`config.mk`:
```
export PLATFORM = sky130hd
export DESIGN_NAME = fighter_action_seq
export DESIGN_NICKNAME = d
export VERILOG_FILES = /design/src/rtl/fighter_action_seq.sv
export SDC_FILE = /design/constraint.sdc
export NUM_CORES = 1
export LEC_CHECK = 0
export ABC_AREA = 1
export BUFFER_PORTS_ARGS = -buffer_cell sky130_fd_sc_hd__buf_2
export CAP_MARGIN = 15
export CORE_MARGIN = 1
export CORE_UTILIZATION = 30
export CTS_BUF_LIST = sky130_fd_sc_hd__clkbuf_8 sky130_fd_sc_hd__clkbuf_16
export CTS_CLUSTER_DIAMETER = 120
export DETAILED_ROUTE_END_ITERATION = 8
export GPL_ROUTABILITY_DRIVEN = 0
export GPL_TIMING_DRIVEN = 0
export HOLD_SLACK_MARGIN = 0.12
export PLACE_DENSITY = 0.57
export SYNTH_ARGS = -nofsm -noshare
export SYNTH_HDL_FRONTEND = slang
export SYNTH_SLANG_ARGS = --single-unit
export TNS_END_PERCENT = 20
```
`constraint.sdc`:
```
create_clock -name Clk -period 3.9 [get_ports Clk]
set_input_delay 0.195 -clock Clk [delete_from_list [all_inputs] [get_ports Clk]]
set_output_delay 0.195 -clock Clk [all_outputs]
set_load 0.02 [all_outputs]
```
`src/rtl/fighter_action_seq.sv`:
```
// Per-player action sequencer: maps key inputs and incoming hits to a character
// state code, an animation frame index and one-cycle step/hit pulses.
module fighter_action_seq #(
  parameter int TICKS_PER_FRAME  = 4,
  parameter int STAND_FRAMES     = 8,
  parameter int MOVE_FRAMES      = 5,
  parameter int ATTACK_FRAMES    = 9,
  parameter int HURT_FRAMES      = 4,
  parameter int DEFEND_FRAMES    = 1,
  parameter int ATTACK_HIT_FRAME = 5
) (
  input  logic       Clk,
  input  logic       Reset,
  input  logic       frame_clk,
  input  logic       key_left,
  input  logic       key_right,
  input  logic       key_attack,
  input  logic       key_defend,
  input  logic       hit_in,
  output logic [7:0] char_state,
  output logic [7:0] frame_num,
  output logic       move_l,
  output logic       move_r,
  output logic       attack_hit,
  output logic       busy
);

  localparam int CW = $clog2(TICKS_PER_FRAME) + 1;
  localparam logic [CW-1:0] CNT_LAST = CW'(TICKS_PER_FRAME - 1);
  localparam logic [7:0]    HIT_FRAME = 8'(ATTACK_HIT_FRAME);

  typedef enum logic [2:0] {
    ST_STAND  = 3'd0,
    ST_ATTACK = 3'd1,
    ST_MOVEL  = 3'd2,
    ST_MOVER  = 3'd3,
    ST_HURT   = 3'd4,
    ST_DEFEND = 3'd5
  } state_t;

  state_t        state_q, state_d, nxt;
  logic [7:0]    frame_q, frame_d;
  logic [CW-1:0] cnt_q, cnt_d;
  logic          pend_q, pend_d;
  logic          f1_q, f2_q;
  logic          move_l_q, move_l_d, move_r_q, move_r_d;
  logic          attack_hit_q, attack_hit_d, busy_q, busy_d;
  logic          tick, step, eff_hit;

  function automatic logic [7:0] last_frame(input state_t s);
    case (s)
      ST_STAND:  last_frame = 8'(STAND_FRAMES - 1);
      ST_ATTACK: last_frame = 8'(ATTACK_FRAMES - 1);
      ST_MOVEL,
      ST_MOVER:  last_frame = 8'(MOVE_FRAMES - 1);
      ST_HURT:   last_frame = 8'(HURT_FRAMES - 1);
      ST_DEFEND: last_frame = 8'(DEFEND_FRAMES - 1);
      default:   last_frame = 8'd0;
    endcase
  endfunction

  function automatic state_t prio(input logic pend, input logic l, input logic r,
                                  input logic a, input logic d);
    if (pend)          prio = ST_HURT;
    else if (a)        prio = ST_ATTACK;
    else if (d)        prio = ST_DEFEND;
    else if (l && !r)  prio = ST_MOVEL;
    else if (r && !l)  prio = ST_MOVER;
    else               prio = ST_STAND;
  endfunction

  assign tick = f1_q & ~f2_q;
  assign step = tick & (cnt_q == CNT_LAST);

  always_ff @(posedge Clk) begin
    if (Reset) begin
      state_q      <= ST_STAND;
      frame_q      <= 8'd0;
      cnt_q        <= '0;
      pend_q       <= 1'b0;
      f1_q         <= 1'b0;
      f2_q         <= 1'b0;
      move_l_q     <= 1'b0;
      move_r_q     <= 1'b0;
      attack_hit_q <= 1'b0;
      busy_q       <= 1'b0;
    end else begin
      state_q      <= state_d;
      frame_q      <= frame_d;
      cnt_q        <= cnt_d;
      pend_q       <= pend_d;
      f1_q         <= frame_clk;
      f2_q         <= f1_q;
      move_l_q     <= move_l_d;
      move_r_q     <= move_r_d;
      attack_hit_q <= attack_hit_d;
      busy_q       <= busy_d;
    end
  end

  always_comb begin
    state_d = state_q;
    frame_d = frame_q;
    cnt_d   = cnt_q;
    pend_d  = pend_q;
    nxt     = state_q;
    eff_hit = pend_q;
    if (hit_in && state_q != ST_HURT) pend_d = 1'b1;
    if (tick) begin
      cnt_d = step ? '0 : cnt_q + CW'(1);
      if (state_q == ST_ATTACK || state_q == ST_HURT) begin
        // One-shot: keys only matter once the final frame has been shown.
        if (step) begin
          if (frame_q == last_frame(state_q)) begin
            nxt     = prio(pend_q, key_left, key_right, key_attack, key_defend);
            state_d = nxt;
            frame_d = 8'd0;
            if (nxt == ST_HURT) pend_d = 1'b0;
          end else begin
            frame_d = frame_q + 8'd1;
          end
        end
      end else begin
        // Defend soaks up a pending hit instead of going to hurt.
        if (state_q == ST_DEFEND && pend_q) begin
          eff_hit = 1'b0;
          pend_d  = 1'b0;
        end
        nxt = prio(eff_hit, key_left, key_right, key_attack, key_defend);
        if (nxt != state_q) begin
          state_d = nxt;
          frame_d = 8'd0;
          cnt_d   = '0;
          if (nxt == ST_HURT) pend_d = 1'b0;
        end else if (step) begin
          frame_d = (frame_q == last_frame(state_q)) ? 8'd0 : frame_q + 8'd1;
        end
      end
    end
  end

  always_comb begin
    move_l_d     = tick && (state_d == ST_MOVEL);
    move_r_d     = tick && (state_d == ST_MOVER);
    busy_d       = (state_d == ST_ATTACK) || (state_d == ST_HURT);
    attack_hit_d = tick && (state_d == ST_ATTACK) && (frame_d == HIT_FRAME) &&
                   ((state_q != ST_ATTACK) || (frame_q != frame_d));
  end

  assign char_state = {5'd0, state_q};
  assign frame_num  = frame_q;
  assign move_l     = move_l_q;
  assign move_r     = move_r_q;
  assign attack_hit = attack_hit_q;
  assign busy       = busy_q;

endmodule
```
## After elaboration in Yosys (flattened, before gate mapping)

Index checks and enable logic that the tools add are counted.

- Output and inout bits: 20
- Logic and storage cells: 96
- Register bits: 21

- Reduce and logical (&&, ||, !) cells: 16
- Equal/unequal tests: 19
- Bitwise logic cells: 3
- Muxes and demuxes: 46
- Add/subtract/negate cells: 2

Operator list:

| cell | number |
|---|---|
| 2-to-1 mux 8 bit | 13 |
| 2-to-1 mux 3 bit | 18 |
| == test 8 bit | 2 |
| one-hot mux 4 bit (4 select lines) | 1 |
| == test 3 x 2 -> 1 bit, second input constant | 5 |
| == test 3 bit, second input constant | 5 |
| 2-to-1 mux 1 bit | 12 |
| logical AND 1 bit | 9 |
| adder 8 x 1 -> 8 bit, second input constant | 1 |
| == test 8 x 3 -> 1 bit, second input constant | 1 |
| != test 8 bit | 1 |
| == test 3 x 1 -> 1 bit, second input constant | 2 |
| 2-to-1 mux 2 bit | 2 |
| adder 3 x 1 -> 3 bit, second input constant | 1 |
| logical NOT 3 bit | 1 |
| logical OR 1 bit | 3 |
| != test 3 x 1 -> 1 bit, second input constant | 1 |
| != test 3 bit | 1 |
| != test 3 bit, second input constant | 1 |
| bitwise AND 1 bit | 2 |
| logical NOT 1 bit | 2 |
| OR reduction 2 bit | 1 |
| inverter 1 bit | 1 |

## Depth between registers and ports, before layout

Gate-level depths: netlist of run 1.

- Depth after elaboration: 22
- Gate-level depth with buffers: 17
- Depth with buffers taken out: 16

## Worst setup path after synthesis of run 1

Ideal clock, no wire load.

- Path type: register to register
- Start: register state_q[2]
- End: register attack_hit_q (netlist: attack_hit)
- Period minus slack after synthesis: 1.741 ns
- Path slack: 2.159 ns
- Cell stages (with the launch flop): 15
- Data arrival time: 1.629 ns
- Path through: dfxtp_1 nand3_2 nand2_4 nand3_1 nand2_2 nand3_2 nand2_2 buf_6 nand2_1 nand2_1 nand2_1 nand2_1 nand3_1 nor2_1 nor2_1

- Cells in the longest elaborated chain, start to end: 16
- Elaborated cells on any way between the ends: 45
- Those cells by class: eq/ne (12); mux (25); reduce/logical (8)

RTL lines:

| what | line | source |
|---|---|---|
| start: declaration | 41 | `state_t state_q, state_d, nxt;` |
| start signal: assignment | 88 | `state_q <= state_d;` |
| == test 3 x 2 -> 1 bit or == test 3 bit (tied branches) | 51, 125 |  |
| OR reduction 2 bit or logical AND 1 bit (tied branches) | 51, 125 |  |
| one-hot mux 4 bit (4 select lines) or 2-to-1 mux 1 bit (tied branches) | 51, 125 |  |
| 2-to-1 mux 8 bit or 2-to-1 mux 1 bit (tied branches) | 113, 135, 111 |  |
| 2-to-1 mux 8 bit or 2-to-1 mux 1 bit (tied branches) | 130, 109 |  |
| 2-to-1 mux 8 bit or 2-to-1 mux 3 bit (tied branches) | 111, 64 |  |
| 2-to-1 mux 8 bit or 2-to-1 mux 3 bit (tied branches) | 109, 111 |  |
| == test 8 bit or 2-to-1 mux 3 bit (tied branches) | 136, 109 |  |
| 2-to-1 mux 8 bit or != test 3 bit (tied branches) | 136, 130 |  |
| 2-to-1 mux 8 bit or 2-to-1 mux 3 bit (tied branches) | 135, 130 |  |
| 2-to-1 mux 8 bit or 2-to-1 mux 3 bit (tied branches) | 130, 111 |  |
| 2-to-1 mux 8 bit or 2-to-1 mux 3 bit (tied branches) | 111, 109 |  |
| 2-to-1 mux 8 bit or == test 3 x 1 -> 1 bit (tied branches) | 109, 146 |  |
| == test 8 x 3 -> 1 bit (tied with other cells) | 146 | `attack_hit_d = tick && (state_d == ST_ATTACK) && (frame_d == HIT_FRAME) &&` |
| logical AND 1 bit or logical OR 1 bit (tied branches) | 146, 147 |  |
| logical AND 1 bit (*) | 146 |  |
| end signal: assignment | 96 | `attack_hit_q <= attack_hit_d;` |
| end: declaration | 47 | `logic attack_hit_q, attack_hit_d, busy_q, busy_d;` |

Every way passes the cells marked *; elsewhere a longest branch is shown, timed or not. The select of a mux whose other input is x is not followed.
A chain may end at the register's enable or synchronous reset.

## Final worst setup path of run 1

Ends and elaborated chain as after synthesis.

==> flow_summary.toml, run 1 <==
[outcome]
status = "finished, final reports clean"

[power_and_ir_drop]
p_comb_frac = 0.262
swShare = 0.3386
p_leak_nw = 0.9095
powerDensity_nw_per_um2 = 287.5
p_clk_frac = 0.287
peakVddDrop_uv = 161.9
power_frac_seq = 0.451
power_w = 0.0005108
switchingPower_w = 0.0001730
internal-power_w = 0.0003378

[floorplan]
die_area_um2 = 5377
fp.dieW_um = 73.33
num_rows = 25
ioPinCount = 28
core-area_um2 = 4817
dieHeight_um = 73.33
start_util = 0.3169

[synthesis]
avgSynthCellArea_um2 = 6.155
yosys.area_share.simple = 0.4967
synthDistinctLibCells = 27
synth_top_area_cell = "dfxtp_1"
syn_inst = 248
ys_seq_area_frac = 0.2754
synth_fa_ha_area_frac = 0.02459
synth_warnings = 0
synthMuxAreaShare = 0
synth_top_area_frac = 0.2754
syn-cell-area_um2 = 1526
synth-compound-area-share = 0.05820
synthXorXnorAreaFrac = 0.02295
synthArstFlopShare = 0
ys.flop_type = "dfxtp_1"
synth_edf_count = 0
synth_top_family_by_area = "simple AND/OR/NAND/NOR gates"
ys_top_cells_by_area = "dfxtp_1, nand2_1, nand3_1"
ys_ff_latch = 21

[cells_and_area]
mostFrequentLayoutCell = "nand2_1"
synthToLayoutAreaGrowth_pct = 16.39
final_cell_area_um2 = 1777
fin_cells = 344
drive_gt1_frac = 0.2094
n_antenna_cell = 0
final_cell_mix = "nand2_1, nor2_1, inv_1, nand3_1"
final_nets = 289

[placement]
dp.cells = 340
dp_hpwl_um = 2992
place.port_buffers = 21
dpl-instance-area_um2 = 1730

[critical_path]
crit_path_end_kind = "register"
cp-start-kind = "register"
r2r-end = "attack_hit"
cp_num_buf_inv = 1
path_max_fanout = 7
r2r_slack_ns = 1.94
cpMostUsedCell = "nand2_1"
reg2reg_depth = 15
path_class = "reg2reg"
critPathTopFamily = "simple AND/OR/NAND/NOR gates"
arrival_ns = 2.13
cpPeakStageDelay_ns = 0.47
critPathRequiredTime_ns = 4.06
cpMaxStageDelayCell = "dfxtp_1"
r2r_start = "state_q[2]"
crit_chain = "inv_1, nand3_1, nand2_1, nand2_1, nand2_2, nand3_4, nand2_1, nor2_1, nand2_1, nand2_1, nand2_1, nand2_1, nand3_1, nor2_1, nor2_1"

[sta]
whs_ns = 0.1370
max_slew.worst_pin.slew_ns = 0.5497
fmax_mhz = 509.0
rsz0062_at_grt = "false"
fin_crit_ns = 1.965
fin_crit_sh = 0.5038
fin_tns_setup_ns = 0
slew_viol_final = 0
max_slew_margin = 0.6335
hold_viol = 0
setup_viol = 0
finalClockSkew_ns = 0.002850

[global_routing]
overflow = 0
met2_usage = 0.2500
antenna_found_initial = 0
grt_util_all_layers = 0.1588
grt_pass1_vias = 1374
met1_usage = 0.2345
grt.busiest_layer = "met2"
grt_max_degree = 13
grtUsageMet3 = 0.01646
grt_pass1_wl_um = 6630

[clocking]
numClockSinks = 21
insertion_delay_ns = 0.26
clockBufferDepth = 2
cts-root-buf = "clkbuf_8"
cts_tree = "done"
cts.clk_slew.worst_paths_ns = 0.08
postCtsSetupBuffers = 0
cts_buffers = 3
cts_resized = 0
cts-hold-fix-buffers = 0
htreeDepth = 1

[hold_path]
holdPathEnd = "f1_q"
hp-class = "in2reg"
whs_path_depth = 3
min_from = "frame_clk"

[detailed_routing]
drc_errors = 0
ant_nets = 0
initialDrtViolationCount = 182
drtPass1Iterations = 4
via_per_inst = 4.547
wl_um = 3822
wl_per_cell_um = 11.11
num_vias = 1564

[run]
cap_viol_max_count = 0
synth_stat cells (2+ instances only):
master,instances
ha_1,3
a31oi_1,2
nand3_1,24
inv_1,24
inv_2,3
nor2_1,32
clkbuf_1,3
xor2_1,4
buf_4,7
nand4_1,8
a21oi_1,11
nand2_2,12
nand2_1,78
nand3_4,2
nand3_2,2
dfxtp_1,21
nor2_2,2
logic make-up after synthesis:
kind of cell / count (synthesis)
AOI/OAI and AO/OA: 16
other: 1
xor gates and xnor gates: 4
and+or+nand+nor: 164
DFF: 21
buffers and inverters: 39
adders and majority gates: 3
worst max-delay path by stage:
stage / cells past startpoint / endpoint / from
2_1_floorplan: 14 / attack_hit / state_q[2]
3_3_place_gp: 16 / attack_hit / key_left
3_5_place_dp: 16 / attack_hit / key_left
4_1_cts: 15 / attack_hit / state_q[2]
5_1_grt: 15 / attack_hit / state_q[2]
6_report: 15 / attack_hit / state_q[2]
worst min-delay path: cells and delay by family:
kind / cells / cell delay, ns
and+or+nand+nor: 1 / 0.03
buffers and inverters: 2 / 0.13
metrics by stage:
| stage | setup WS (ns) | util |
|---|---|---|
| after global placement | 1.853 | 0.3592 |
| after detailed placement | 1.833 | 0.3592 |
| after global routing | 1.645 | 0.3688 |
| after CTS | 1.914 | 0.3688 |
| final | 1.935 | 0.3688 |
| after floorplan | 2.159 | - |
layer usage:
| layer | vias to the layer above | wire length (um) | share of wire |
|---|---|---|---|
| met5 | - | 0 | 0 |
| met4 | 0 | 34 | 0.0089 |
| met3 | 4 | 181 | 0.047 |
| met2 | 39 | 1666 | 0.44 |
| met1 | 688 | 1940 | 0.51 |
| li1 | 833 | - | - |
power groups by stage:
| stage | Clock (W) | Sequential [W] | Combinational [W] |
|---|---|---|---|
| CTS | 0.000153 | 0.000231 | 0.000134 |
| floorplan | 0 | 0.000241 | 0.0000976 |
| finish | 0.000147 | 0.000231 | 0.000134 |
| detailed placement | 0 | 0.000236 | 0.000134 |
| global placement | 0 | 0.000236 | 0.000133 |
| global route | 0.000161 | 0.000232 | 0.000152 |
state kept, by name (all words and copies together), names as in the netlist:
register and flops:
state_q 3, cnt_q 3, attack_hit 1, f1_q 1, f2_q 1, move_r 1, pend_q 1, busy 1
frame_num 8, move_l 1
final cells by class:
cell class / instances / area (um^2)
buffer: 11 / 75.07
clock buffer: 3 / 41.29
clock inverter: 1 / 5.005
fill: 561 / 3040
inverter: 28 / 107.6
multi-input combinational: 192 / 938.4
sequential: 21 / 420.4
tap: 67 / 83.83
timing repair buffer: 21 / 105.1
Power figures use the tool's default switching activity.
==> run 2, diff against run 1 <==
PLACE_DENSITY = 0.59   (was 0.57)
clock period = 1.8 ns   (was 3.9 ns; I/O delays follow)
==> run 2 against run 1 <==
Register-to-register slack got worse by 1.9 ns. Worst hold slack improved by 0.040 ns. Final cell count increased by 5.2%. First-iteration DRC count decreased by 29%. Largest cell class unchanged. Largest power group unchanged. Combinational power increased to 3.0 times the previous value. Maximum frequency increased by 9.3%. Utilization increased by 6.6 points.
==> flow_summary.toml, run 2 (synthesized netlist as in run 1, its figures left out) <==
[sta]
setup_viol = 0
fin_tns_setup_ns = 0
slew_viol_final = 0
fin_crit_sh = 0.9989
rsz0062_at_grt = "true"
hold_viol = 0
fin_crit_ns = 1.798
setup_slack_ns = 0.001934
max_slew.worst_pin.slew_ns = 0.5183
whs_ns = 0.1767
max_slew_margin = 0.6545
fmax_mhz = 556.2
finalClockSkew_ns = 0.003721

[cells_and_area]
largest_reg_flops = 8
synthToLayoutAreaGrowth_pct = 37.13
drive_gt1_frac = 0.3627
final_nets = 307
n_antenna_cell = 0
fillers = 528
final_cell_mix = "nand2_1, nor2_1, buf_4, buf_2, nand3_1"
final_cell_area_um2 = 2093
mostFrequentLayoutCell = "nand2_1"

[critical_path]
cp-start-kind = "register"
critPathRequiredTime_ns = 2.01
reg2reg_depth = 14
arrival_ns = 2.00
path_class = "reg2reg"
path_max_fanout = 6
r2r-end = "attack_hit"
r2r_start = "state_q[1]"
r2r_slack_ns = 0.002
crit_path_end_kind = "register"

[hold_path]
holdPathEnd = "pend_q"
whs_path_depth = 5
min_from = "hit_in"
hp-class = "in2reg"

[detailed_routing]
wl_met2_um = 2033
num_vias = 1711
via_per_inst = 4.727
wl_met1_um = 2018
drtPass1Iterations = 4
maxUsedRoutingLayer = "met4"
ant_nets = 0
wl_um = 4309
drc_errors = 0
wl_met3_um = 205
initialDrtViolationCount = 130
wl_per_cell_um = 11.90

[clocking]
htreeDepth = 1
insertion_delay_ns = 0.27
cts_buffers = 3
clockBufferDepth = 2
cts.clk_slew.worst_paths_ns = 0.08
cts_tree = "done"
cts-root-buf = "clkbuf_8"
numClockSinks = 21

[floorplan]
die_area_um2 = 5377
ioPinCount = 28
fp.dieW_um = 73.33
dieHeight_um = 73.33
num_rows = 25
core-area_um2 = 4817
start_util = 0.3169

[power_and_ir_drop]
p_leak_nw = 1.037
powerDensity_nw_per_um2 = 587.4
peakVddDrop_uv = 335.4

[placement]
dp_hpwl_um = 3000
place.port_buffers = 21
dpl-instance-area_um2 = 1730
dp_slack_ns = -0.1998

[outcome]
status = "finished, final reports clean"

[global_routing]
grt_pass1_wl_um = 7031
grt_max_degree = 13
antenna_found_initial = 0
grt_util_all_layers = 0.1696
grt_pass1_vias = 1583
overflow = 0

[run]
cap_viol_max_count = 0
-- run 2: metal layers --
metal,track usage,vias to the layer above
li1,-,871
met1,0.2275,788
met2,0.2737,45
met3,0.02469,7
met4,0.06838,0
met5,0,-
-- run 2: worst max path at each step --
stage / startpoint / endpoint / slack, ns
after floorplan: state_q[2] / attack_hit / 0.06
after global placement: key_left / attack_hit / -0.17
after detailed placement: state_q[2] / attack_hit / -0.20
after CTS: state_q[1] / attack_hit / 0.002
after global routing: cnt_q[1] / attack_hit / -0.13
final: state_q[1] / attack_hit / 0.002
-- run 2: worst max-delay path, cell delays in order, from the launching register on --
cell,delay [ns]
dfxtp_4,0.38
inv_6,0.08
nand3_4,0.07
nand2_4,0.10
nand2_1,0.05
nand2_1,0.09
nand2_2,0.08
nand3_4,0.11
nand2_4,0.06
bufbuf_16,0.26
a21oi_2,0.12
nand2_1,0.07
nor2_1,0.10
nand3_1,0.07
nor2_1,0.09
-- run 2: power breakdown --
group          switching, W  internal (W)
Clock              0.000169      0.000155
Combinational      0.000227      0.000176
Sequential        0.0000228      0.000480
-- run 2: repair_timing --
action,in CTS,in global routing
pin swaps,18,5
hold buffers,1,0
setup buffers,15,1
endpoints found under the setup margin,2,4
gates resized for setup,35,15
gates cloned,1,0
endpoints found under the hold margin,1,0
-- run 2: layout make-up --
type / instances / area [um^2] / area share
Buffer: 11 / 82.58 / 0.03945
Sequential cell: 21 / 445.4 / 0.2128
Clock inverter: 1 / 5.005 / 0.002391
Clock buffer: 3 / 41.29 / 0.01973
Multi-Input combinational cell: 192 / 1042 / 0.4979
Inverter: 28 / 112.6 / 0.05380
Tap cell: 67 / 83.83 / 0.04005
Timing Repair Buffer: 39 / 280.3 / 0.1339
-- run 2: stage by stage --
| step | instances | util | total power [W] |
|---|---|---|---|
| 6_report | 362 | 0.4345 | 0.001230 |
| 3_5_place_dp | 340 | 0.3592 | 0.0008017 |
| 3_3_place_gp | 340 | 0.3592 | 0.0007988 |
| 5_1_grt | 362 | 0.4345 | 0.001297 |
| 2_1_floorplan | 252 | - | 0.0007335 |
| 4_1_cts | 361 | 0.4255 | 0.001214 |
